`config.mk`:
```
export PLATFORM = sky130hd
export DESIGN_NAME = pc_gen_flat
export DESIGN_NICKNAME = d
export VERILOG_FILES = /design/src/rtl/pc_gen_if.sv /design/src/rtl/pc_gen.sv /design/src/flat_wrapper.sv
export SDC_FILE = /design/constraint.sdc
export NUM_CORES = 1
export LEC_CHECK = 0
export ABC_AREA = 0
export CAP_MARGIN = 20
export CORE_MARGIN = 2
export CORE_UTILIZATION = 54
export CTS_BUF_LIST = sky130_fd_sc_hd__clkbuf_2 sky130_fd_sc_hd__clkbuf_4 sky130_fd_sc_hd__clkbuf_8
export DETAILED_ROUTE_END_ITERATION = 10
export HOLD_SLACK_MARGIN = 0.06
export PLACE_DENSITY = 0.84
export REMOVE_ABC_BUFFERS = 1
export SKIP_CTS_REPAIR_TIMING = 1
export SYNTH_ARGS = -nofsm -noshare
export SYNTH_HDL_FRONTEND = slang
export SYNTH_SLANG_ARGS = --single-unit
export TNS_END_PERCENT = 1
```
`constraint.sdc`:
```
create_clock -name clk -period 5.6 [get_ports clk]
set_input_delay 0.84 -clock clk [delete_from_list [all_inputs] [get_ports clk]]
set_output_delay 0.84 -clock clk [all_outputs]
set_load 0.01 [all_outputs]
```
`src/rtl/pc_gen_if.sv`:
```
// Fetch-side handshake between the PC generator and the fetch stage.
// master drives pc/pc_valid and samples pc_ready; slave is the fetch side.
interface pc_gen_if #(
    parameter int XLEN = 32
);
    logic [XLEN-1:0] pc;
    logic            pc_valid;
    logic            pc_ready;

    modport master (
        output pc,
        output pc_valid,
        input  pc_ready
    );

    modport slave (
        input  pc,
        input  pc_valid,
        output pc_ready
    );
endinterface

```
`src/rtl/pc_gen.sv`:
```
// Program-counter generator with prioritised redirects and a return-address stack.
// Ports: clk, rst_n (async, active-low); trap_valid/trap_pc, flush_pc/new_pc,
//   br_valid/br_taken/jal_valid/ex_pc/ex_offset (EX redirects);
//   id_call/id_ret/id_pc (RAS control); fetch (pc/pc_valid/pc_ready);
//   ras_count (valid RAS entries).
module pc_gen #(
    parameter int              XLEN       = 32,
    parameter logic [XLEN-1:0] RESET_PC   = '0,
    parameter int              INST_BYTES = 4,
    parameter int              RAS_DEPTH  = 4
) (
    input  logic                         clk,
    input  logic                         rst_n,
    input  logic                         trap_valid,
    input  logic [XLEN-1:0]              trap_pc,
    input  logic                         flush_pc,
    input  logic [XLEN-1:0]              new_pc,
    input  logic                         br_valid,
    input  logic                         br_taken,
    input  logic                         jal_valid,
    input  logic [XLEN-1:0]              ex_pc,
    input  logic [XLEN-1:0]              ex_offset,
    input  logic                         id_call,
    input  logic                         id_ret,
    input  logic [XLEN-1:0]              id_pc,
    pc_gen_if.master                     fetch,
    output logic [$clog2(RAS_DEPTH):0]   ras_count
);

    localparam int PW = $clog2(RAS_DEPTH);
    localparam int CW = PW + 1;

    localparam logic [XLEN-1:0] INC  = XLEN'(INST_BYTES);
    localparam logic [CW-1:0]   FULL = CW'(RAS_DEPTH);

    logic [XLEN-1:0] pc_q;
    logic [XLEN-1:0] pc_d;
    logic            valid_q;
    logic [PW-1:0]   tp_q;
    logic [PW-1:0]   tp_d;
    logic [CW-1:0]   cnt_q;
    logic [CW-1:0]   cnt_d;

    logic [XLEN-1:0] ras [RAS_DEPTH];

    logic            ex_redir;
    logic            wrong_path;
    logic            call_ok;
    logic            ret_ok;
    logic            ras_empty;
    logic            ret_redir;
    logic            fire;
    logic [XLEN-1:0] ras_top;
    logic [XLEN-1:0] ret_addr;
    logic            ras_we;
    logic [PW-1:0]   ras_waddr;

    assign fetch.pc       = pc_q;
    assign fetch.pc_valid = valid_q;
    assign ras_count      = cnt_q;

    always_comb begin
        ex_redir   = (br_valid & br_taken) | jal_valid;
        wrong_path = trap_valid | flush_pc | ex_redir;
        // Calls/returns decoded on a path about to be squashed must not
        // disturb the stack.
        call_ok    = id_call & ~wrong_path;
        ret_ok     = id_ret & ~wrong_path;
        ras_empty  = (cnt_q == '0);
        ret_redir  = ret_ok & ~ras_empty;
        fire       = valid_q & fetch.pc_ready;
        ras_top    = ras[tp_q];
        ret_addr   = id_pc + INC;
    end

    // Next-PC selection, first match wins.
    always_comb begin
        pc_d = pc_q;
        priority case (1'b1)
            trap_valid: pc_d = trap_pc;
            flush_pc:   pc_d = new_pc;
            ex_redir:   pc_d = ex_pc + ex_offset;
            ret_redir:  pc_d = ras_top;
            fire:       pc_d = pc_q + INC;
            default:    pc_d = pc_q;
        endcase
    end

    // RAS pointer/count update. A simultaneous call+return replaces the
    // top entry in place: the pop and push cancel out on tp and count.
    always_comb begin
        tp_d      = tp_q;
        cnt_d     = cnt_q;
        ras_we    = 1'b0;
        ras_waddr = tp_q;
        if (call_ok && ret_ok) begin
            ras_we    = 1'b1;
            ras_waddr = tp_q;
            if (ras_empty) begin
                cnt_d = CW'(1);
            end
        end else if (call_ok) begin
            ras_we    = 1'b1;
            ras_waddr = tp_q + PW'(1);
            tp_d      = tp_q + PW'(1);
            // Overflow wraps onto the oldest entry; count saturates.
            if (cnt_q != FULL) begin
                cnt_d = cnt_q + CW'(1);
            end
        end else if (ret_ok && !ras_empty) begin
            tp_d  = tp_q - PW'(1);
            cnt_d = cnt_q - CW'(1);
        end
    end

    always_ff @(posedge clk or negedge rst_n) begin
        if (!rst_n) begin
            pc_q    <= RESET_PC;
            valid_q <= 1'b0;
            tp_q    <= '0;
            cnt_q   <= '0;
        end else begin
            pc_q    <= pc_d;
            valid_q <= 1'b1;
            tp_q    <= tp_d;
            cnt_q   <= cnt_d;
        end
    end

    // Stack contents need no reset; entries are only read when counted.
    always_ff @(posedge clk) begin
        if (rst_n && ras_we) begin
            ras[ras_waddr] <= ret_addr;
        end
    end

endmodule

```
`src/flat_wrapper.sv`:
```
// flat-port wrapper written by rule: the top's interface ports become plain ports
module pc_gen_flat 
#(
    parameter int              XLEN       = 32,
    parameter logic [XLEN-1:0] RESET_PC   = '0,
    parameter int              INST_BYTES = 4,
    parameter int              RAS_DEPTH  = 4
)
  (clk, rst_n, trap_valid, trap_pc, flush_pc, new_pc, br_valid, br_taken, jal_valid, ex_pc, ex_offset, id_call, id_ret, id_pc, ras_count, fetch_pc, fetch_pc_valid, fetch_pc_ready);
  pc_gen_if #(.XLEN(XLEN)) fetch_i ();
  input  logic clk;
  input  logic rst_n;
  input  logic trap_valid;
  input  logic [XLEN-1:0] trap_pc;
  input  logic flush_pc;
  input  logic [XLEN-1:0] new_pc;
  input  logic br_valid;
  input  logic br_taken;
  input  logic jal_valid;
  input  logic [XLEN-1:0] ex_pc;
  input  logic [XLEN-1:0] ex_offset;
  input  logic id_call;
  input  logic id_ret;
  input  logic [XLEN-1:0] id_pc;
  output logic [$clog2(RAS_DEPTH):0] ras_count;
  output wire logic [$bits(fetch_i.pc)-1:0] fetch_pc;
  output wire logic [$bits(fetch_i.pc_valid)-1:0] fetch_pc_valid;
  input wire logic [$bits(fetch_i.pc_ready)-1:0] fetch_pc_ready;
  assign fetch_pc = fetch_i.pc;
  assign fetch_pc_valid = fetch_i.pc_valid;
  assign fetch_i.pc_ready = fetch_pc_ready;
  pc_gen #(.XLEN(XLEN), .RESET_PC(RESET_PC), .INST_BYTES(INST_BYTES), .RAS_DEPTH(RAS_DEPTH)) u_core (.clk(clk), .rst_n(rst_n), .trap_valid(trap_valid), .trap_pc(trap_pc), .flush_pc(flush_pc), .new_pc(new_pc), .br_valid(br_valid), .br_taken(br_taken), .jal_valid(jal_valid), .ex_pc(ex_pc), .ex_offset(ex_offset), .id_call(id_call), .id_ret(id_ret), .id_pc(id_pc), .fetch(fetch_i), .ras_count(ras_count));
endmodule
```
==> flow_summary_export.csv <==
group,metric,value,unit
run_status,status,"finished, final reports clean",
pwr,peakVddDrop,0.202,mV
clocking,path_clk_slew,0.10,ns
timing,drv_slew,0,
clocking,cts-root-buf,"clkbuf_8",
setup_path,critPathMaxFanout,32,
setup_path,cp-start-kind,"input pin",
min_path,hp-class,"input pin to async pin",
route,viasPerCell,6.30,
yosys,syn_area_per_cell,11.2,sq um
pwr,powerDensity,278,mW/mm^2
clocking,cts.sinks,166,
setup_path,critPathArrivalTime,4.00,ns
pwr,p_leak,0.00441,uW
yosys,synth_edf_count,128,
timing,final_hold_viol_count,0,
die,ioPinCount,206,
place,gp_congestion,0.938,
place,hpwl,21.6,mm
route,route.met3.wl,2.39,mm
route,via_count,8411,
die,start_util,0.555,
die,die_area,0.0197,sq mm
cells_and_area,final_util,0.701,
route,drt_wl_total,28.5,mm
timing,max_slew_margin,0.275,
timing,tns,0,ns
cells_and_area,drive_above_1_share,0.0976,
cells_and_area,areaGrowthSynthToFinish,26.4,%
route,top_layer,"met4",
grt,gr-total-overflow,0,
cells_and_area,fillers,1335,
die,chipHeight,140,microns
yosys,ys.warnings.count,0,
setup_path,crit_type,"input pin to flip-flop",
cells_and_area,final_nets,1301,
route,wl_met2,14.0,mm
clocking,cts_tree,"yes",
die,die_w,140,microns
setup_path,endpoint_kind,"flip-flop",
route,drtIter0Drc,766,
clocking,insertion_delay,0.47,ns
yosys,synth_ff_type,"edfxtp_1",
grt,grt_pass1_vias,8265,
die,rows,49,
timing,fmax,0.257,GHz
yosys,syn_area,0.0100,sq mm
route,wirelength_met1,11.4,mm
timing,min_period,3.89,ns
grt,grt_pass1_wl,44.4,mm
yosys,synthCells,895,
route,dr.pass1.iters,7,
timing,fin_ws,1.71,ns
place,portBuffers,205,
grt,antenna_found_initial,0,
grt,track_usage,0.292,
clocking,htreeDepth,4,
cells_and_area,antenna_cells,0,
grt,grt_max_degree,42,
timing,post-route-period-util,0.695,
timing,worst_slew_pin_slew,1.09,ns
timing,grt_setup_unrepaired,"no",
run,max_cap_violations,0,
route,ant_nets,0,
route,drc,0,
die,core,0.0181,sq mm
setup_path,cp.required,5.71,ns
route,routedWlPerCell,21.3,microns
place,place_ws,1.33,ns
yosys,synth.distinct_cells,82,
clocking,cts_buffers,17,
yosys,synthArstFlopShare,0.229,
yosys,seq_area_frac_synth,0.478,
timing,setup_viol,0,
timing,hold_ws,0.507,ns
timing,finalClockSkew,0.0109,ns
clocking,cts_buffer_depth,2,
yosys,synth-seq-cells,166,
cell families after synthesis:
family / Yosys count / synth area share
xor+xnor: 78 / 0.0681
flops: 166 / 0.478
compound gates: 258 / 0.172
other cells: 1 / 0.000374
mux: 34 / 0.0738
buf+inv: 54 / 0.0257
simple gates: 267 / 0.134
fa+ha+maj: 37 / 0.0476
flip-flops by register name, summed over array words and instances (netlist names):
name and cells:
u_core.fetch.pc_valid 1, u_core.tp_q 2, u_core.ras 128, u_core.ras_count 3, u_core.fetch.pc 32
worst paths after layout:
| kind | from | end | slack (ns) | depth (start not counted) |
|---|---|---|---|---|
| setup reg to reg | u_core.ras_count[0] | u_core.fetch.pc[31] | 2.65 | 8 |
| max in group asynchronous | rst_n | u_core.tp_q[0] | 4.45 | 1 |
| hold / removal | rst_n | u_core.ras_count[0] | 0.51 | 1 |
| min in group clk | u_core.fetch.pc[1] | u_core.fetch.pc[1] | 0.57 | 2 |
| hold reg to reg | u_core.fetch.pc[1] | u_core.fetch.pc[1] | 0.57 | 2 |
| setup / recovery | trap_valid | u_core.ras[3][22] | 1.71 | 8 |
cell usage after synthesis (3+ instances only):
| library cell | count | area [sq um] |
|---|---|---|
| a21oi_1 | 55 | 275 |
| a22oi_1 | 6 | 45.0 |
| o211ai_1 | 13 | 97.6 |
| xnor2_1 | 54 | 473 |
| a31oi_1 | 9 | 56.3 |
| ha_1 | 35 | 438 |
| and3_1 | 18 | 113 |
| nand3_1 | 33 | 165 |
| edfxtp_1 | 128 | 3840 |
| xor2_1 | 24 | 210 |
| a21o_1 | 12 | 90.1 |
| inv_1 | 12 | 45.0 |
| o21bai_1 | 5 | 37.5 |
| a222oi_1 | 7 | 70.1 |
| and4_1 | 4 | 35.0 |
| nor3_1 | 13 | 65.1 |
| a221oi_1 | 5 | 43.8 |
| buf_2 | 8 | 40.0 |
| a211oi_1 | 30 | 225 |
| nor4_1 | 4 | 25.0 |
| a21oi_2 | 3 | 26.3 |
| mux4_2 | 32 | 721 |
| nor2_1 | 67 | 251 |
| a221o_1 | 4 | 40.0 |
| o21ai_1 | 20 | 100 |
| clkbuf_8 | 3 | 41.3 |
| clkbuf_1 | 27 | 101 |
| nor2b_1 | 5 | 31.3 |
| or3_1 | 7 | 43.8 |
| and2_1 | 6 | 37.5 |
| nand2b_1 | 5 | 31.3 |
| o22ai_1 | 9 | 56.3 |
| o21ai_0 | 44 | 220 |
| o31ai_1 | 4 | 30.0 |
| nand4_1 | 16 | 100 |
| nand2_1 | 72 | 270 |
| dfrtp_1 | 38 | 951 |
layer usage:
metal | vias to the layer above | GRT usage
li1 | 3884 | -
met1 | 4049 | 0.385
met2 | 423 | 0.479
met3 | 55 | 0.0591
met4 | 0 | 0.115
met5 | - | 0
report_power, final:
part	internal [uW]	switching, uW
Clock	336	509
Combinational	594	588
Sequential	1390	113
cell type report:
cell class	count	area, sq um	area share
Timing Repair Buffer	221	2170	0.171
Sequential cell	166	4800	0.378
Inverter	13	48.8	0.00385
Clock buffer	17	234	0.0184
Tap cell	229	287	0.0226
Clock inverter	15	163	0.0128
Multi-Input combinational cell	675	4990	0.393
worst max-delay path: stages:
cell             delay, ns
clkdlybuf4s50_1       0.76
a2111oi_2             0.80
nand2_1               0.23
ha_1                  0.35
inv_1                 0.06
or3_1                 0.39
a21oi_2               0.13
buf_4                 0.42
metrics by stage:
stage,cells,instance area [sq um],power [uW]
after detailed placement,1304,12300,2700
after global routing,1336,12700,3690
final,1336,12700,3530
after global placement,1304,12300,2690
after floorplan,854,9820,2210
after CTS,1336,12700,3540
cell usage in the layout, fill, tap and decap left out, drive strengths merged, types with 19 or more instances in the layout:
master	n
inv	19
mux4	32
a21oi	58
a211oi	32
clkdlybuf4s50	204
ha	35
edfxtp	128
xnor2	54
nand3	36
nand2	72
dfrtp	38
o21ai	65
xor2	24
nor2	68
No activity file was read; power rests on OpenSTA's default activity.
